<file path="src/rtl/dvp_frame_monitor.sv">
// DVP stream geometry checker: measures line width / frame height per frame and flags mismatches.
// Optional pixel checksum is built when DVP_MON_CHECKSUM_EN is defined.
module dvp_frame_monitor #(
    parameter int unsigned BITS   = 8,
    parameter int unsigned H_DISP = 5,
    parameter int unsigned V_DISP = 5,
    parameter bit          V_POL  = 1'b1
) (
    input  logic            pclk,
    input  logic            rst_n,
    input  logic            href,
    input  logic            vsync,
    input  logic [BITS-1:0] data,
    input  logic            clr_err,
    output logic            frame_done,
    output logic [15:0]     frame_cnt,
    output logic [15:0]     line_width,
    output logic [15:0]     frame_height,
    output logic            err_width,
    output logic            err_height,
    output logic            err_sync,
    output logic [31:0]     checksum
);

    typedef enum logic [1:0] {ST_IDLE, ST_SYNC, ST_ACTIVE} state_t;

    localparam logic [15:0] H_EXP = 16'(H_DISP);
    localparam logic [15:0] V_EXP = 16'(V_DISP);

    state_t      state_q, state_d;
    logic        href_q, href_d;
    logic        vsync_q, vsync_d;
    logic [15:0] pix_cnt_q, pix_cnt_d;
    logic [15:0] line_cnt_q, line_cnt_d;
    logic        frame_done_q, frame_done_d;
    logic [15:0] frame_cnt_q, frame_cnt_d;
    logic [15:0] line_width_q, line_width_d;
    logic [15:0] frame_height_q, frame_height_d;
    logic        err_width_q, err_width_d;
    logic        err_height_q, err_height_d;
    logic        err_sync_q, err_sync_d;

    logic        vs_act, vs_rise, h_fall;
    logic        set_width, set_height, set_sync;
    logic        acc_clear, acc_add, finalize;
    logic [15:0] line_cnt_inc, fin_height;

    always_comb begin
        vs_act       = (vsync == V_POL);
        vs_rise      = vs_act && (vsync_q != V_POL);
        h_fall       = href_q && !href;
        line_cnt_inc = (line_cnt_q == 16'hFFFF) ? line_cnt_q : line_cnt_q + 16'd1;

        state_d        = state_q;
        href_d         = href;
        vsync_d        = vsync;
        pix_cnt_d      = pix_cnt_q;
        line_cnt_d     = line_cnt_q;
        frame_done_d   = 1'b0;
        frame_cnt_d    = frame_cnt_q;
        line_width_d   = line_width_q;
        frame_height_d = frame_height_q;
        fin_height     = line_cnt_q;
        set_width      = 1'b0;
        set_height     = 1'b0;
        set_sync       = href && vs_act && (state_q != ST_IDLE);
        acc_clear      = 1'b0;
        acc_add        = 1'b0;
        finalize       = 1'b0;

        case (state_q)
            ST_IDLE: begin
                if (vs_rise) state_d = ST_SYNC;
            end
            ST_SYNC: begin
                if (!vs_act) begin
                    pix_cnt_d  = '0;
                    line_cnt_d = '0;
                    acc_clear  = 1'b1;
                    state_d    = ST_ACTIVE;
                end
            end
            ST_ACTIVE: begin
                if (href) begin
                    acc_add = 1'b1;
                    if (pix_cnt_q != 16'hFFFF) pix_cnt_d = pix_cnt_q + 16'd1;
                end
                if (h_fall) begin
                    line_width_d = pix_cnt_q;
                    set_width    = (pix_cnt_q != H_EXP);
                    line_cnt_d   = line_cnt_inc;
                    pix_cnt_d    = '0;
                end
                // A line closing on the vs_rise edge still belongs to the finishing frame.
                if (vs_rise) begin
                    fin_height     = h_fall ? line_cnt_inc : line_cnt_q;
                    frame_height_d = fin_height;
                    set_height     = (fin_height != V_EXP);
                    frame_cnt_d    = frame_cnt_q + 16'd1;
                    frame_done_d   = 1'b1;
                    finalize       = 1'b1;
                    state_d        = ST_SYNC;
                end
            end
            default: state_d = ST_IDLE;
        endcase

        err_width_d  = set_width  | (err_width_q  & ~clr_err);
        err_height_d = set_height | (err_height_q & ~clr_err);
        err_sync_d   = set_sync   | (err_sync_q   & ~clr_err);
    end

    always_ff @(posedge pclk) begin
        if (!rst_n) begin
            state_q        <= ST_IDLE;
            href_q         <= 1'b0;
            vsync_q        <= ~V_POL;
            pix_cnt_q      <= '0;
            line_cnt_q     <= '0;
            frame_done_q   <= 1'b0;
            frame_cnt_q    <= '0;
            line_width_q   <= '0;
            frame_height_q <= '0;
            err_width_q    <= 1'b0;
            err_height_q   <= 1'b0;
            err_sync_q     <= 1'b0;
        end else begin
            state_q        <= state_d;
            href_q         <= href_d;
            vsync_q        <= vsync_d;
            pix_cnt_q      <= pix_cnt_d;
            line_cnt_q     <= line_cnt_d;
            frame_done_q   <= frame_done_d;
            frame_cnt_q    <= frame_cnt_d;
            line_width_q   <= line_width_d;
            frame_height_q <= frame_height_d;
            err_width_q    <= err_width_d;
            err_height_q   <= err_height_d;
            err_sync_q     <= err_sync_d;
        end
    end

`ifdef DVP_MON_CHECKSUM_EN
    logic [31:0] acc_q, acc_d;
    logic [31:0] checksum_q, checksum_d;

    always_comb begin
        acc_d      = acc_q;
        checksum_d = checksum_q;
        if (acc_clear)    acc_d = '0;
        else if (acc_add) acc_d = acc_q + 32'(data);
        // Latched value covers pixels up to, not including, the vs_rise cycle.
        if (finalize)     checksum_d = acc_q;
    end

    always_ff @(posedge pclk) begin
        if (!rst_n) begin
            acc_q      <= '0;
            checksum_q <= '0;
        end else begin
            acc_q      <= acc_d;
            checksum_q <= checksum_d;
        end
    end

    assign checksum = checksum_q;
`else
    logic unused_acc;
    assign unused_acc = ^{data, acc_clear, acc_add, finalize};
    assign checksum   = '0;
`endif

    assign frame_done   = frame_done_q;
    assign frame_cnt    = frame_cnt_q;
    assign line_width   = line_width_q;
    assign frame_height = frame_height_q;
    assign err_width    = err_width_q;
    assign err_height   = err_height_q;
    assign err_sync     = err_sync_q;

endmodule

</file>
<file path="config.mk">
export PLATFORM = sky130hd
export DESIGN_NAME = dvp_frame_monitor
export DESIGN_NICKNAME = d
export VERILOG_FILES = /design/src/rtl/dvp_frame_monitor.sv
export SDC_FILE = /design/constraint.sdc
export NUM_CORES = 1
export LEC_CHECK = 0
export CORE_ASPECT_RATIO = 2
export CORE_UTILIZATION = 25
export DETAILED_ROUTE_END_ITERATION = 12
export HOLD_SLACK_MARGIN = 0.08
export PLACE_DENSITY = 0.52
export SKIP_LAST_GASP = 1
export SYNTH_ARGS = -nofsm -noshare
export SYNTH_HDL_FRONTEND = slang
export SYNTH_SLANG_ARGS = --single-unit
</file>
<file path="constraint.sdc">
create_clock -name pclk -period 2.45 [get_ports pclk]
set_clock_uncertainty 0.05 [all_clocks]
set_input_delay 0.49 -clock pclk [delete_from_list [all_inputs] [get_ports pclk]]
set_output_delay 0.49 -clock pclk [all_outputs]
set_load 0.005 [all_outputs]
</file>
After elaboration in Yosys (flattened, before gate mapping)
Index checks and enable logic that the tools add are counted.
{ "op_classes": {"reduce_logical": 15, "n_bitwise": 8, "add_sub_neg": 3, "n_mux": 16, "n_eq_ne": 10} }
{ "op_table": {"columns": ["cell", "count"], "rows": [
  ["$mux 16", 6],
  ["$pmux 16 s2", 2],
  ["$add 16x1->16 const B", 3],
  ["$ne 16x3->1 const B", 2],
  ["$eq 16x16->1 const B", 1],
  ["$ne 16x16->1 const B", 1],
  ["$reduce_and 2->1", 5],
  ["$ne 3x3->1 const B", 2],
  ["$mux 1", 5],
  ["$logic_and 1x1->1", 4],
  ["$mux 2", 2],
  ["$pmux 2 s2", 1],
  ["$reduce_and 4->1", 1],
  ["$reduce_bool 2->1", 2],
  ["$and 1x1->1", 3],
  ["$or 1x1->1", 3],
  ["$eq 2x1->1 const B", 1],
  ["$eq 2x2->1 const B", 1],
  ["$logic_not 2->1", 1],
  ["$ne 2x1->1 const B", 1],
  ["$ne 2x2->1 const B", 1],
  ["$not 1->1", 2],
  ["$reduce_or 2->1", 1],
  ["$logic_not 1->1", 1]
]} }
{ "totals": {"register_bits": 88, "elab_cells": 64} }

Longest topological paths before layout
{ "depth": {"ltp_word": 7, "ltp_mapped": 9, "mapped_depth_nobuf": 8} }

Least setup slack after synthesis
OpenSTA, ideal clock, no wires.
{ "synth_timing": {"path_kind": "register -> register", "startpoint": "reg line_cnt_q[1]", "endpoint": "reg err_height_q (netlist: err_height)", "setup_ns": 0.129, "arrival_time_ns": 1.812, "path_stages_with_launch": 8, "path_buffers": 0, "setup_slack_ns": 0.459, "t_required_ns": 2.271, "cell_sequence": "dfxtp_1 ha_1 nand4_4 nor3_4 and3_1 a31oi_1 nor4b_2 a31oi_1"} }
{ "synth_between": {"elab_chain_len": 7, "word_cells_on_any_way": 8, "cone_classes": "1 x add/sub; 2 x eq/ne; 4 x mux; 1 x bitwise"} }
{ "synth_rtl": {"columns": ["element", "line_no", "rtl"], "rows": [
  ["start: declaration", "34", "logic [15:0] line_cnt_q, line_cnt_d;"],
  ["start signal: assignment", "132", "line_cnt_q <= line_cnt_d;"],
  ["$add 16x1->16 / $eq 16x16->1 (equally long branches)", "52", "line_cnt_inc = (line_cnt_q == 16'hFFFF) ? line_cnt_q : line_cnt_q + 16'd1;"],
  ["$mux 16", "52", null],
  ["$mux 16 *", null, null],
  ["$ne 16x3->1 *", "98", "set_height = (fin_height != V_EXP);"],
  ["$mux 1 *", "95", "if (vs_rise) begin"],
  ["$mux 1 *", "71", "case (state_q)"],
  ["$or 1x1->1 *", "109", "err_height_d = set_height | (err_height_q & ~clr_err);"],
  ["end signal: assignment", "138", "err_height_q <= err_height_d;"],
  ["end: declaration", "40", "logic err_height_q, err_height_d;"]
]} }
Mark *: on every way between the ends. The rest lies on a longest branch, timed or not.
A chain may end at the register's enable or synchronous reset.

Final worst setup path
{ "layout_timing": {"startpoint": "in href", "endpoint": "reg err_height_q (netlist: err_height)"} }
{ "layout_between": {"elab_chain_len": 7} }
{ "layout_rtl": {"columns": ["element", "line_no", "rtl"], "rows": [
  ["start: declaration", "11", "input logic href,"],
  ["$logic_not 1->1", "51", "h_fall = href_q && !href;"],
  ["$logic_and 1x1->1", "51", null],
  ["$mux 16", null, null],
  ["$ne 16x3->1", "98", null],
  ["$mux 1", "95", null],
  ["$mux 1", "71", null],
  ["$or 1x1->1", "109", null]
]} }
No other way between the ends.

==> impl_results.md <==
* Run status: completed
* Largest net degree at the start of global routing at 45
* Minimum clock period after layout at 2.30 ns
* Unique masters post-synth at 60
* Iteration-0 DRC Markers at 136
* Setup TNS at 0 ns
* Drt pass-1 iters at 5
* TritonCTS clock tree: built
* Sink Count at 88
* Core Region at 17700 um^2
* Crit-path max FO at 6
* Worst hold path class: reg -> reg
* Vias/cell at 4.79
* P per Cell Area at 549 nW/um^2
* CTS H-tree depth at 3
* Avg WL per Cell at 13.7 um
* Slew headroom at 66.3%
* Ys async rst share at 0%
* Post-DP HPWL at 8810 um
* Post-synth EDFFs at 0
* Pleak at 2.01 nW
* Cts bufs inserted at 9
* First-pass GRT wire length at 19000 um
* Final Hold Fails at 0
* Global router's overall resource usage at 12.8%
* # setup viols final at 0
* Synth Flop Type: dfxtp_1
* Mapped cell area at 4500 um^2
* Hold path depth at 2
* Worst setup EP type: register
* Top achievable clock speed at 435 MHz
* Starting Density at 25.4%
* Clock Latency Late Sink at 0.35 ns
* Sequential fraction of the synthesis area at 39.2%
* Number of max-cap violations at 0
* Root Driver: clkbuf_16
* CTS max path bufs at 2
* Worst hold slack at 0.404 ns
* Share of post-route cells with drive strength above 1 at 10.4%
* Die height at 192 um
* Initial antenna violation count at 0
* # rows at 69
* Crit path launch type: input port
* Die X at 96.8 um
* Vias in the first global route at 3846
* Cts hold-fix bufs at 0
* Synth warn at 0
* Crit path DAT at 2.47 ns
* Clock Pin Slew Worst Setup and Hold Paths at 0.07 ns
* Syn Inst Count at 557
* Worst vdd ir at 0.304 mV
* Place WS at -0.215 ns
* Total gr overflow at 0
* Worst Max-Slew Pin Slew at 0.506 ns
* Overall Power at 3.09 mW
* Final nets at 642
* Input/output buffers at 56
* Drt total wl at 11500 um
* Die footprint at 18600 um^2
* Final ANT Viol Nets at 0
* Worst Reg-to-Reg Cells at 8
* RSZ-0062 raised after global routing: no
* Synth Area per Inst at 8.07 um^2
* Diodes inserted at 0
* I/O pin cnt at 97
* CP required at 2.62 ns
* GPL Wtd Cong at 0.837
* Final worst slack at 0.151 ns
* Layout overhead on the synthesized area at 25.2%
* Final Cycle Share at 93.8%
* Vias post-DR at 4025
* DRC viols at 0
* Critical path type: in -> reg
* Slew Viols, Final at 0
* Synthesis-stage register bit count at 88
==> worst max-delay path, cell delays in order <==
cell and delay (ns):
clkdlybuf4s50_1 0.50, nand2b_1 0.20, buf_4 0.16, nor3_4 0.27, buf_4 0.17, o211ai_1 0.07, a21boi_0 0.19, nor4b_2 0.29
a31oi_1 0.12
==> where the power goes <==
group / switching (mW) / total (mW) / internal, mW / leakage, nW
clock network: 0.607 / 1.41 / 0.801 / 0.146
logic: 0.145 / 0.234 / 0.0886 / 1.15
registers: 0.00757 / 1.45 / 1.44 / 0.709
total: 0.760 / 3.09 / 2.33 / 2.01
==> metal layers <==
layer	up-vias	GRT usage, %	share of wire [%]
met3	18	2.04	4.2
met2	133	25.2	56
met5	-	0	0
li1	1985	-	-
met4	0	6.31	2.6
met1	1889	12.8	37
==> state kept, by name, summed over array words and instances (netlist names) <==
signal and cells:
err_width 1, pix_cnt_q 16, vsync_q 1, err_sync 1, line_cnt_q 16, frame_done 1, err_height 1, line_width 16
frame_cnt 16, href_q 1, state_q 2, frame_height 16
==> timing repair <==
| item | in CTS | in global routing |
|---|---|---|
| resized for setup | 0 | 0 |
| buffers inserted | 0 | 1 |
| endpoints found under the setup margin | 0 | 1 |
| hold endpoints to repair | 0 | 0 |
==> path summary, 6_finish.rpt <==
path                      start            end  slack, ns
setup / recovery           href     err_height       0.15
setup reg to reg  line_cnt_q[1]     err_height       0.20
hold reg to reg   line_width[0]  line_width[0]       0.40
hold / removal    line_width[0]  line_width[0]       0.40
==> cells by family after synthesis <==
kind of cell	after synthesis	share of synthesized area [%]
adder cells (fa/ha/maj)	7	1.95
buffers and inverters	74	9.32
multiplexers	2	0.473
AND/OR/NAND/NOR	248	28.0
flip-flops	88	39.2
XOR/XNOR	36	7.01
AO/OA/AOI/OAI	101	14.0
other	1	0.0834
==> Yosys cell counts, types with 9 or more instances <==
cell / count / area, um^2
dfxtp_1: 88 / 1760
nand2_1: 73 / 274
nor2_1: 66 / 248
a21oi_1: 46 / 230
buf_4: 34 / 255
nor3_1: 23 / 115
clkbuf_1: 21 / 78.8
xnor2_1: 20 / 175
o21ai_0: 17 / 85.1
xor2_1: 16 / 140
nand4_1: 14 / 87.6
buf_2: 11 / 55.1
nand3_1: 11 / 55.1
and3_1: 10 / 62.6
or3_1: 9 / 56.3
==> cells in the final DEF (no fill, tap or decap), types with 9 or more instances in the layout <==
| master | synthesis | layout |
|---|---|---|
| nor3_1 | 23 | 23 |
| xor2_1 | 16 | 16 |
| nand3_1 | 11 | 11 |
| a21oi_1 | 46 | 46 |
| xnor2_1 | 20 | 20 |
| nand4_1 | 14 | 14 |
| nand2_1 | 73 | 73 |
| dfxtp_1 | 88 | 88 |
| conb_1 | 1 | 32 |
| and3_1 | 10 | 10 |
| clkdlybuf4s50_1 | 0 | 56 |
| nor2_1 | 66 | 66 |
| o21ai_0 | 17 | 17 |
| buf_4 | 34 | 31 |
| or3_1 | 9 | 9 |
| clkbuf_16 | 0 | 9 |
==> final cells by class <==
type | instances | area (um^2)
multi-input combinational | 426 | 2430
clock buffer | 9 | 225
sequential | 88 | 1760
clock inverter | 7 | 81.3
inverter | 8 | 30.0
timing repair buffer | 89 | 833
fill | 1865 | 12100
tap | 213 | 267
==> stage by stage <==
step	cells	utilization [%]	instance area, um^2
floorplan	588	-	4610
global placement	823	30.0	5320
detailed placement	823	30.0	5320
CTS	839	31.8	5620
global route	840	31.8	5630
finish	840	31.8	5630
Power figures use the tool's default switching activity.
